### src/rtl/perip_pwm_multi_pkg.sv
// perip_pwm_multi_pkg: register map, CTRL bit positions and timebase state type
package perip_pwm_multi_pkg;
  localparam logic [4:0] A_CTRL     = 5'h00;
  localparam logic [4:0] A_PERIOD   = 5'h01;
  localparam logic [4:0] A_PRESCALE = 5'h02;
  localparam logic [4:0] A_STATUS   = 5'h03;
  localparam logic [4:0] A_DUTY     = 5'h10;
  localparam int CTRL_EN   = 0;
  localparam int CTRL_FADE = 1;
  typedef enum logic {S_IDLE, S_RUN} state_t;
endpackage

### src/rtl/perip_pwm_multi_channel.sv
// pwm_channel: duty shadow, active duty (optionally faded when PWM_FADE_EN is defined) and comparator
module pwm_channel #(
  parameter int CW = 16
) (
  input  logic          clk,
  input  logic          reset,
  input  logic          i_we,
  input  logic [CW-1:0] i_wdata,
  input  logic          i_load,
  input  logic          i_wrap,
  input  logic          i_run,
`ifdef PWM_FADE_EN
  input  logic          i_fade,
`endif
  input  logic [CW-1:0] i_cnt,
  output logic          o_pwm,
  output logic          o_busy,
  output logic [CW-1:0] o_duty
);
  logic [CW-1:0] r_sh, r_act, w_next;
  logic r_pwm;
`ifdef PWM_FADE_EN
  // fading walks the active duty one count per wrap toward the target
  assign w_next = !i_fade ? r_sh : (r_act < r_sh) ? r_act + 1'b1 : (r_act > r_sh) ? r_act - 1'b1 : r_act;
  assign o_busy = r_act != r_sh;
`else
  assign w_next = r_sh;
  assign o_busy = 1'b0;
`endif
  always_ff @(posedge clk or posedge reset) begin
    if (reset) begin
      r_sh  <= '0;
      r_act <= '0;
      r_pwm <= 1'b0;
    end else begin
      if (i_we) r_sh <= i_wdata;
      if (i_load) r_act <= r_sh;
      else if (i_wrap) r_act <= w_next;
      r_pwm <= i_run && (i_cnt < r_act);
    end
  end
  assign o_pwm  = r_pwm;
  assign o_duty = r_sh;
endmodule

### src/rtl/perip_pwm_multi.sv
// perip_pwm_multi: multi-channel PWM with shared timebase and CPU register bus
// Optional duty fading is built only when PWM_FADE_EN is defined.
module perip_pwm_multi
  import perip_pwm_multi_pkg::*;
#(
  parameter int NCH = 4,
  parameter int CW  = 16
) (
  input  logic           clk,
  input  logic           reset,
  input  logic [31:0]    d_in,
  input  logic           cs,
  input  logic [31:0]    addr,
  input  logic           rd,
  input  logic           wr,
  output logic [31:0]    d_out,
  output logic [NCH-1:0] pwm
);
  logic [4:0] w_a;
  logic w_we, w_re, w_run, w_enter, w_tick, w_wrap, w_unused;
  logic r_en;
  logic [CW-1:0] r_period, r_period_act, r_cnt;
  logic [15:0] r_prescale, r_pre;
  logic [31:0] r_dout, w_rdata, w_ctrl;
  logic [CW-1:0] w_duty [16];
  logic [NCH-1:0] w_busy;
  state_t r_state, w_state_nx;
  assign w_a      = addr[4:0];
  assign w_we     = cs && wr;
  assign w_re     = cs && rd;
  assign w_unused = ^{d_in, addr};
`ifdef PWM_FADE_EN
  logic r_fade;
  always_ff @(posedge clk or posedge reset) begin
    if (reset) r_fade <= 1'b0;
    else if (w_we && w_a == A_CTRL) r_fade <= d_in[CTRL_FADE];
  end
  assign w_ctrl = {30'd0, r_fade, r_en};
`else
  assign w_ctrl = {31'd0, r_en};
`endif
  always_ff @(posedge clk or posedge reset) begin
    if (reset) r_state <= S_IDLE;
    else r_state <= w_state_nx;
  end
  always_comb w_state_nx = r_en ? S_RUN : S_IDLE;
  assign w_run   = r_state == S_RUN;
  assign w_enter = r_state == S_IDLE && w_state_nx == S_RUN;
  assign w_tick  = w_run && r_pre >= r_prescale;
  assign w_wrap  = w_tick && r_cnt >= r_period_act;
  always_ff @(posedge clk or posedge reset) begin
    if (reset) begin
      r_en         <= 1'b0;
      r_period     <= '0;
      r_period_act <= '0;
      r_prescale   <= '0;
      r_pre        <= '0;
      r_cnt        <= '0;
      r_dout       <= '0;
    end else begin
      if (w_we && w_a == A_CTRL) r_en <= d_in[CTRL_EN];
      if (w_we && w_a == A_PERIOD) r_period <= d_in[CW-1:0];
      if (w_we && w_a == A_PRESCALE) r_prescale <= d_in[15:0];
      if (w_enter || w_wrap) r_period_act <= r_period;
      if (!w_run) begin
        r_pre <= '0;
        r_cnt <= '0;
      end else begin
        r_pre <= w_tick ? 16'd0 : r_pre + 16'd1;
        if (w_tick) r_cnt <= w_wrap ? '0 : r_cnt + 1'b1;
      end
      if (w_re) r_dout <= w_rdata;
    end
  end
  assign w_rdata = (w_a == A_CTRL)     ? w_ctrl :
                   (w_a == A_PERIOD)   ? 32'(r_period) :
                   (w_a == A_PRESCALE) ? 32'(r_prescale) :
                   (w_a == A_STATUS)   ? 32'(w_busy) :
                   w_a[4]              ? 32'(w_duty[w_a[3:0]]) : 32'd0;
  assign d_out = r_dout;
  for (genvar g = 0; g < 16; g++) begin : g_ch
    if (g < NCH) begin : g_on
      pwm_channel #(.CW(CW)) u_ch (
        .clk    (clk),
        .reset  (reset),
        .i_we   (w_we && w_a == (A_DUTY | 5'(g))),
        .i_wdata(d_in[CW-1:0]),
        .i_load (w_enter),
        .i_wrap (w_wrap),
        .i_run  (w_run),
`ifdef PWM_FADE_EN
        .i_fade (r_fade),
`endif
        .i_cnt  (r_cnt),
        .o_pwm  (pwm[g]),
        .o_busy (w_busy[g]),
        .o_duty (w_duty[g])
      );
    end else begin : g_off
      assign w_duty[g] = '0;
    end
  end
endmodule

### config.mk
export PLATFORM = sky130hd
export DESIGN_NAME = perip_pwm_multi
export DESIGN_NICKNAME = d
export VERILOG_FILES = /design/src/rtl/perip_pwm_multi_pkg.sv /design/src/rtl/perip_pwm_multi_channel.sv /design/src/rtl/perip_pwm_multi.sv
export SDC_FILE = /design/constraint.sdc
export NUM_CORES = 1
export LEC_CHECK = 0
export CORE_MARGIN = 2
export CORE_UTILIZATION = 60
export DETAILED_ROUTE_END_ITERATION = 10
export DONT_BUFFER_PORTS = 1
export PLACE_DENSITY = 0.73
export SYNTH_ARGS = -nofsm -noshare
export SYNTH_HDL_FRONTEND = slang
export SYNTH_SLANG_ARGS = --single-unit
export TNS_END_PERCENT = 20
### constraint.sdc
create_clock -name clk -period 8.8 [get_ports clk]
set_input_delay 1.76 -clock clk [delete_from_list [all_inputs] [get_ports clk]]
set_output_delay 1.76 -clock clk [all_outputs]
set_load 0.005 [all_outputs]
==> results of run 1 <==
[worst reg2reg max path, stage by stage, from the launching register on]
cell      delay [ns]
dfrtp_1         0.34
inv_1           0.06
ha_1            0.31
a211oi_1        0.21
o21ai_0         0.11
a31o_2          0.25
a211o_1         0.64
o211ai_4        0.19
buf_4           0.89
mux2_2          0.48
[layout make-up]
class | instances | area share, %
Tap cell | 265 | 2.58
Inverter | 100 | 2.98
Clock inverter | 6 | 0.301
Clock buffer | 37 | 5.68
Timing Repair Buffer | 10 | 0.583
Sequential cell | 230 | 44.7
Multi-Input combinational cell | 645 | 43.1
[logic make-up after synthesis]
family / Yosys count / share of synthesized area (%)
AND/OR/NAND/NOR: 170 / 6.92
flip-flops: 230 / 48.1
other: 1 / 0.0313
XOR/XNOR: 12 / 0.878
adder cells (fa/ha/maj): 94 / 9.83
multiplexers: 178 / 18.2
AO/OA/AOI/OAI: 175 / 10.0
buffers and inverters: 153 / 5.99
[metal layers]
| layer | up-vias | routed length [um] | track usage, % |
|---|---|---|---|
| li1 | 3597 | - | - |
| met4 | 0 | 400 | 5.05 |
| met3 | 28 | 1620 | 4.15 |
| met5 | - | 0 | 0 |
| met1 | 4031 | 12500 | 38.6 |
| met2 | 207 | 12300 | 40.0 |
[final timing paths]
path	from	end	slack, ns	depth (start not counted)
worst max-delay path	r_prescale[4]	g_ch[2].g_on.u_ch.r_act[1]	5.21	9
min in group asynchronous	reset	r_pre[13]	1.21	1
worst min-delay path	r_en	r_state	0.46	0
max in group asynchronous	reset	g_ch[0].g_on.u_ch.r_act[2]	6.24	2
worst max register to register	r_prescale[4]	g_ch[2].g_on.u_ch.r_act[1]	5.21	9
worst min register to register	r_en	r_state	0.46	0
[flip-flops by register name, summed over array words and instances (netlist names)]
signal,cells
g_ch.g_on.u_ch.o_duty,64
g_ch.g_on.u_ch.r_act,64
d_out,16
r_cnt,16
r_period,16
r_period_act,16
r_pre,16
r_prescale,16
g_ch.g_on.u_ch.o_pwm,4
r_en,1
r_state,1
[per-stage QoR]
step                worst slack [ns]  hold slack, ns  total power (W)  instance area [um2]
finish                          5.21           0.464          0.00298                12900
global route                    4.97           0.467          0.00314                12900
CTS                             5.21           0.451          0.00300                12900
detailed placement              4.78           0.438          0.00201                12100
global placement                4.80           0.415          0.00198                12100
floorplan                      0.735           0.394          0.00185                12000
[power breakdown]
part	switching (W)	total (W)	internal [W]
clock	0.000416	0.000988	0.000573
sequential	0.000112	0.00135	0.00124
combinational	0.000328	0.000639	0.000311
[placed cells by master, fill, tap and decap left out, types with 4 or more instances in the layout]
cell type / Yosys / layout
dfrtp_1: 230 / 230
mux2_2: 154 / 154
inv_1: 100 / 99
ha_1: 94 / 94
o21ai_0: 59 / 59
nand2_1: 57 / 57
nor2_1: 38 / 38
a21oi_1: 26 / 26
clkbuf_16: 0 / 25
a21o_1: 17 / 17
nand4_1: 16 / 16
mux4_2: 16 / 16
conb_1: 1 / 16
a222oi_1: 15 / 15
nor2b_1: 11 / 11
a22o_1: 11 / 11
o21a_1: 10 / 10
nand3_1: 10 / 10
buf_4: 21 / 10
o211ai_1: 9 / 9
and3_1: 9 / 9
xor2_1: 9 / 9
a211o_1: 8 / 8
mux2_1: 7 / 7
nor3_1: 6 / 6
nand2b_1: 6 / 6
clkbuf_1: 12 / 6
clkbuf_8: 0 / 6
a2111oi_0: 5 / 5
a211oi_1: 4 / 4
nor4_1: 4 / 4
clkinv_2: 0 / 4
==> summary.md, run 1 <==
| Metric | Value |
|---|---|
| DRC viols | 0 |
| CTS tree | built |
| Synth cell count leaders | dfrtp_1, mux2_2, inv_1, ha_1, o21ai_0 |
| Clock Path Buffers | 3 |
| Final setup viols | 0 |
| Setup Buffers After CTS | 0 |
| DP HPWL | roughly 18000 um |
| Pwr Density | roughly 230 nW/um2 |
| Clk sinks | 230 |
| Post-synth ARST share | between 90% and 100% |
| Final hold violations | 0 |
| First-pass GRT wire length | between 40000 and 50000 um |
| Delay-heaviest family, CP | compound AO/OA/AOI/OAI gates |
| Layout cells sized above 1 | 22.4% |
| Fin cells | 1293 |
| Crit Path Class | reg -> reg |
| Multi-input gate area | ~5600 um2 |
| Fill cell count | 1516 |
| Setup TNS | 0 ns |
| Max Cap Viol | 0 |
| Via Count | 7863 |
| Final period utilization | about two fifths |
| Critical-path cell list | inv_1, ha_1, a211oi_1, o21ai_0, a31o_2, a211o_1, o211ai_4, buf_4, mux2_2 |
| Worst hold path class | reg -> reg |
| DR iter-0 viols | around 550 |
| Dpl cells | 1250 |
| Register area | 5760 um2 |
| Syn. warnings | 0 |
| TritonCTS Buffers | 25 |
| Yosys top cell by area | dfrtp_1 |
| Number of flops mapped to enable cells by yosys | 0 |
| Row Count | 51 |
| Avg WL per Cell | 20.8 um |
| Post-layout net count | approximately 1.2k |
| Initial antenna violation count | 0 |
| Clk pin slew, worst setup/hold paths | 0.06 ns |
| Status | finished, final reports clean |
| Mapped Area | between 10000 and 15000 um2 |
| Gr usage total | roughly 26% |
| Clock skew | 0.0144 ns |
| # hold bufs at CTS | 0 |
| Avg Cell Area, Syn | 11.8 um2 |
| Max FO, Critical Path | 80 |
| Post-CTS Resized | 0 |
| Clk_lat worst skew | 0.52 ns |
| Slew headroom | 21.5% |
| Min Tclk post-route | 3.59 ns |
| Leakage | 6.21 nW |
| Vias in the first global route | 7626 |
| Slew Limit Fails | 0 |
| Seq/Total Area, Yosys | about half |
| Starting density of the core | 61.3% |
| WL final | 26900 um |
| Final core occ | 65.9% |
| Most used DFF post-synth | dfrtp_1 |
| Yosys reg bits | 230 |
| Root Driver | clkbuf_16 |
| Grt total ovfl | 0 |
| Die Ht | 145 um |
| CP bufs+invs | 2 |
| Synth top area share | 48.1% |
| Core area | 19500 um2 |
| Nature of the critical path endpoint | flop |
| Post-DRT Antenna Nets | 0 |
| Top cells by area, synth | dfrtp_1, mux2_2, ha_1, inv_1, mux4_2 |
| Pre-antenna DRT Iters | 6 |
| Critical Path Start Type | flop |
| Least-Margin Pin Slew | 1.17 ns |
| Peak supply drop | 158 uV |
| Critical path's largest stage delay | 0.89 ns |
| Layout area overhead | 7.51% |
| H-tree Lvls | 1 |
| Arrival time of the worst setup path | 3.98 ns |
| RSZ-0062 raised after global routing | no |
| Die W | 145 um |
| CP max stage cell | buf_4 |
| FMAX | 278 MHz |
| Vias per Instance | 6.08 |
| Antenna Cells | 0 |
| Gp weighted congestion | about 0.86 |
| Most frequent cell after synthesis | dfrtp_1 |
| Die Footprint | 21100 um2 |
| IO buf count | 0 |
| Distinct cells, synth | 52 |
| Largest net degree at the start of global routing | 103 |
| I/O pin cnt | 105 |
| Syn Inst Count | 1013 |
| Crit path required time | 9.19 ns |
Power figures use the tool's default switching activity.
==> run 2, diff against run 1 <==
==> constraint.sdc (replaced) <==
create_clock -name clk -period 3.7 [get_ports clk]
set_input_delay 0.74 -clock clk [delete_from_list [all_inputs] [get_ports clk]]
set_output_delay 0.74 -clock clk [all_outputs]
set_load 0.005 [all_outputs]
==> summary.md, run 2 (synthesized netlist as in run 1, its figures left out) <==
| Metric | Value |
|---|---|
| Gp weighted congestion | 0.874 |
| Vias in the first global route | 8016 |
| Via Count | 7823 |
| FF-to-FF setup slack | 0.64 ns |
| First-pass GRT wire length | 43400 um |
| Clock network fraction of total power | 33.5% |
| Row Count | 51 |
| Leakage | 6.30 nW |
| Die Footprint | approximately 21000 um2 |
| Clk_lat worst skew | 0.53 ns |
| Min Tclk post-route | 3.06 ns |
| Crit path required time | 4.10 ns |
| CP max stage cell | dfrtp_1 |
| TritonCTS Buffers | 25 |
| Critical-path cell list | ha_1, o21a_1, o21a_1, o31ai_1, o21ai_2, o211ai_4, buf_12, mux2_2 |
| DRC viols | 0 |
| Clk sinks | between 200 and 250 |
| Clock skew | between 0.02 and 0.025 ns |
| Crit Reg-Reg Endpoint | g_ch[3].g_on.u_ch.r_act[12] |
| Clk pin slew, worst setup/hold paths | 0.06 ns |
| Fill cell count | 1463 |
| P_sw | between 0.002 and 0.0025 W |
| Slew headroom | 40.6% |
| Vias per Instance | about 6 |
| Layout cells sized above 1 | 23.4% |
| Arrival time of the worst setup path | 3.45 ns |
| WL final | 27000 um |
| Worst setup path startpoint | r_cnt[8] |
| Gate power share | 21.4% |
| Final period utilization | between 80 and 90% |
| RR Startpoint | r_cnt[8] |
| Final setup viols | 0 |
| Grt total ovfl | 0 |
| Clock Path Buffers | 3 |
| Die Ht | ~150 um |
| Slew Limit Fails | 0 |
| CTS tree | built |
| Worst Hold Slack | 0.221 ns |
| Least-Margin Pin Slew | slightly below 0.9 ns |
| Starting density of the core | 61.3% |
| Commonest non-fill, non-tap cell in the layout | dfrtp_1 |
| Sequential share of power | 45.1% |
| Core area | 19500 um2 |
| Initial antenna violation count | 0 |
| Post-DRT Antenna Nets | 0 |
| Post-layout net count | between 1k and 1.5k |
| Register-to-Register Path Depth | 8 |
| Avg WL per Cell | 20.6 um |
| H-tree Lvls | 1 |
| Tot Pwr | 0.00715 W |
| Critical path's largest stage delay | 0.60 ns |
| Layout area overhead | 8.73% |
| Area of placed instances | 12200 um2 |
| Post-route cell area | 13000 um2 |
| FMAX | about 330 MHz |
| Pint | 0.00511 W |
| # hold bufs at CTS | 0 |
| Root Driver | clkbuf_16 |
| Gr usage total | a little over a quarter |
| Pre-antenna DRT Iters | 7 |
| DP HPWL | roughly 19000 um |
| RSZ-0062 raised after global routing | no |
| Critical Path Start Type | flop |
| Max Cap Viol | 0 |
| CP most frequent cell | o21a_1 |
| Switch share | 28.5% |
| Most frequent cells in the layout | dfrtp_1, mux2_2, inv_1, ha_1, o21ai_0 |
| Crit Path Class | reg -> reg |
| Die W | roughly 150 um |
| Max FO, Critical Path | 80 |
| Status | finished, final reports clean |
| Setup Buffers After CTS | 0 |
| Post-CTS Resized | 0 |
| Antenna Cells | 0 |
| Nature of the critical path endpoint | flop |
| I/O pin cnt | approximately 110 |
| Largest net degree at the start of global routing | 151 |
| Final hold violations | 0 |
| IO buf count | 0 |
| Worst hold path class | in -> async |
| Peak supply drop | roughly 350 uV |
| Pwr Density | 549 nW/um2 |
| CP Capture Point | g_ch[3].g_on.u_ch.r_act[12] |
| DR iter-0 viols | 588 |
==> run 2: changes by cell type in the layout (fill, tap and decap cells not counted) <==
cell / before / now
buf_4: 10 / 19
buf_12: 0 / 3
clkbuf_8: 6 / 8
inv_8: 2 / 0
clkinv_2: 4 / 5
inv_6: 0 / 1
==> run 2: worst min path at each step <==
stage                      to  slack [ns]  depth (start not counted)
floorplan             r_state        0.39                          0
global route        r_pre[11]        0.26                          2
detailed placement    r_state        0.43                          0
global placement      r_state        0.41                          0
finish              r_pre[11]        0.22                          2
CTS                 r_pre[11]        0.25                          2
==> run 2: routing by layer <==
metal,track usage [%],vias to the layer above,share of wire (%)
met5,0,-,0
met4,7.25,0,2.2
met3,4.12,47,5.5
met2,40.7,189,46
met1,38.4,3977,47
li1,-,3610,-
==> run 2: area by class of cell <==
type / instances / area [um2] / share of cell area, %
Clock buffer: 39 / 758 / 5.83
Clock inverter: 6 / 33.8 / 0.260
Inverter: 100 / 379 / 2.91
Multi-Input combinational cell: 645 / 5550 / 42.7
Sequential cell: 230 / 5760 / 44.2
Tap cell: 265 / 332 / 2.55
Timing Repair Buffer: 22 / 203 / 1.56
==> run 2: power by group through the flow <==
stage | Combinational (W) | Clock (W) | Sequential (W)
floorplan | 0.00124 | 0 | 0.00316
global placement | 0.00147 | 0 | 0.00324
detailed placement | 0.00152 | 0 | 0.00326
CTS | 0.00154 | 0.00243 | 0.00322
global route | 0.00171 | 0.00254 | 0.00328
finish | 0.00153 | 0.00239 | 0.00323
==> run 2: per-stage QoR <==
stage / worst slack (ns) / std cells / TNS (ns) / utilization (%)
5_1_grt: 0.475 / 1307 / 0 / 66.6
3_5_place_dp: 0.681 / 1262 / 0 / 62.6
3_3_place_gp: 0.771 / 1262 / 0 / 62.6
2_1_floorplan: -0.0480 / 1028 / -11.03 / -
4_1_cts: 0.670 / 1307 / 0 / 66.6
6_report: 0.641 / 1307 / 0 / 66.6
==> run 2: worst max-delay path, delay by kind of cell (launching register included) <==
kind,cells,cell delay (ns)
mux,1,0.40
compound gates,5,1.17
buf+inv,1,0.40
flops,1,0.60
fa+ha+maj,1,0.32
==> run 3, diff against run 2 <==
==> constraint.sdc (replaced) <==
create_clock -name clk -period 3.2 [get_ports clk]
set_input_delay 0.64 -clock clk [delete_from_list [all_inputs] [get_ports clk]]
set_output_delay 0.64 -clock clk [all_outputs]
set_load 0.005 [all_outputs]
==> summary.md, run 3 (synthesized netlist as in run 1, its figures left out) <==
| Metric | Value |
|---|---|
| Worst Hold Slack | 0.153 ns |
| Vias in the first global route | 7983 |
| Row Count | between 50 and 60 |
| Commonest non-fill, non-tap cell in the layout | dfrtp_1 |
| Most frequent cells in the layout | dfrtp_1, mux2_2, inv_1, ha_1, o21ai_0 |
| CTS tree | built |
| Min Tclk post-route | 2.79 ns |
| FMAX | about 360 MHz |
| RR Startpoint | r_pre[6] |
| Layout area overhead | 9.73% |
| WL final | ~28000 um |
| DP HPWL | 19300 um |
| Core area | around 20000 um2 |
| Post-DRT Antenna Nets | 0 |
| Slew Limit Fails | 0 |
| Avg WL per Cell | 21.0 um |
| Initial antenna violation count | 0 |
| CP bufs+invs | 0 |
| Starting density of the core | about three fifths |
| Leakage | ~6.4 nW |
| Status | finished, final reports clean |
| Antenna Cells | 0 |
| Clock Path Buffers | 3 |
| H-tree Lvls | 1 |
| Critical path's largest stage delay | roughly 0.70 ns |
| Max Cap Viol | 0 |
| # hold bufs at CTS | 0 |
| Post-route cell area | 13100 um2 |
| FF-to-FF setup slack | between 0.4 and 0.5 ns |
| Grt total ovfl | 0 |
| Final hold violations | 0 |
| Peak supply drop | 476 uV |
| Setup Buffers After CTS | 0 |
| Gr usage total | 26.4% |
| DR iter-0 viols | 725 |
| Largest net degree at the start of global routing | 90 |
| IO buf count | 0 |
| Critical-path cell list | ha_1, o21ai_0, a2111oi_0, a21oi_1, nor2_1, a22o_1 |
| CP max stage cell | nor2_1 |
| Register-to-Register Path Depth | 6 |
| Pre-antenna DRT Iters | 5 |
| TritonCTS Buffers | 25 |
| Critical Path Start Type | flop |
| Pwr Density | 640 nW/um2 |
| Via Count | between 7k and 8k |
| Slew headroom | 40.0% |
| Final core occ | 67.3% |
| Root Driver | clkbuf_16 |
| Delay-heaviest family, CP | compound AO/OA/AOI/OAI gates |
| I/O pin cnt | 105 |
| Layout cells sized above 1 | roughly a quarter |
| Clk sinks | 230 |
| Final setup viols | 0 |
| Clock skew | ~0.022 ns |
| Gp weighted congestion | 0.852 |
| Crit Reg-Reg Endpoint | r_cnt[11] |
| Clk pin slew, worst setup/hold paths | 0.06 ns |
| Least-Margin Pin Slew | 0.897 ns |
| Crit path required time | 3.65 ns |
| Die W | 145 um |
| Crit Path Class | reg -> reg |
| Final period utilization | 87.1% |
| RSZ-0062 raised after global routing | no |
| Max FO, Critical Path | 11 |
| Nature of the critical path endpoint | flop |
| First-pass GRT wire length | 43900 um |
| Die Footprint | 21100 um2 |
| Post-layout net count | 1197 |
| Worst hold path class | in -> async |
| Post-CTS Resized | 0 |
| Area of placed instances | ~12000 um2 |
| Arrival time of the worst setup path | 3.23 ns |
| Die Ht | 145 um |
| DRC viols | 0 |
| Clk_lat worst skew | 0.53 ns |
| Vias per Instance | approximately 6.0 |
==> run 3: changes by cell type in the layout (fill, tap and decap cells not counted) <==
cell and delta:
clkinvlp_4 +1, buf_4 +9, clkbuf_8 +1, clkinv_2 -3, buf_12 +1, bufinv_16 +1, clkbuf_1 -1
==> run 3: layout make-up <==
type                            count  area (um2)
Tap cell                          265         332
Clock inverter                      5        56.3
Inverter                          100         379
Fill cell                        1469        6390
Multi-Input combinational cell    645        5550
Timing Repair Buffer               32         290
Sequential cell                   230        5760
Clock buffer                       39         768
==> run 3: layer usage <==
metal,track usage (%),vias up,part of all wire [%]
li1,-,3628,-
met4,7.01,0,2.5
met3,5.13,46,7.3
met2,41.6,225,46
met1,38.0,4023,44
met5,0,-,0
==> run 3: report_power, final <==
part | switching [W] | internal [W]
clock network | 0.00115 | 0.00172
logic | 0.000909 | 0.000887
registers | 0.000319 | 0.00342
==> run 3: how the worst max path moves through the flow <==
stage / end / slack [ns] / depth (start not counted) / start
after floorplan: d_out[0] / -0.45 / 1 / reset
after global placement: r_cnt[9] / 0.53 / 6 / r_pre[11]
after detailed placement: r_cnt[7] / 0.40 / 6 / r_pre[11]
after CTS: r_cnt[15] / 0.41 / 6 / r_pre[11]
after global routing: r_cnt[7] / 0.18 / 6 / r_pre[11]
final: r_cnt[11] / 0.41 / 6 / r_pre[6]
==> run 3: per-stage QoR <==
step	setup WS [ns]	power [W]	TNS [ns]	cells
floorplan	-0.448	0.00509	-103.03	1028
global placement	0.528	0.00548	0	1272
detailed placement	0.402	0.00556	0	1272
CTS	0.407	0.00845	0	1316
global route	0.185	0.00882	0	1316
finish	0.414	0.00841	0	1316
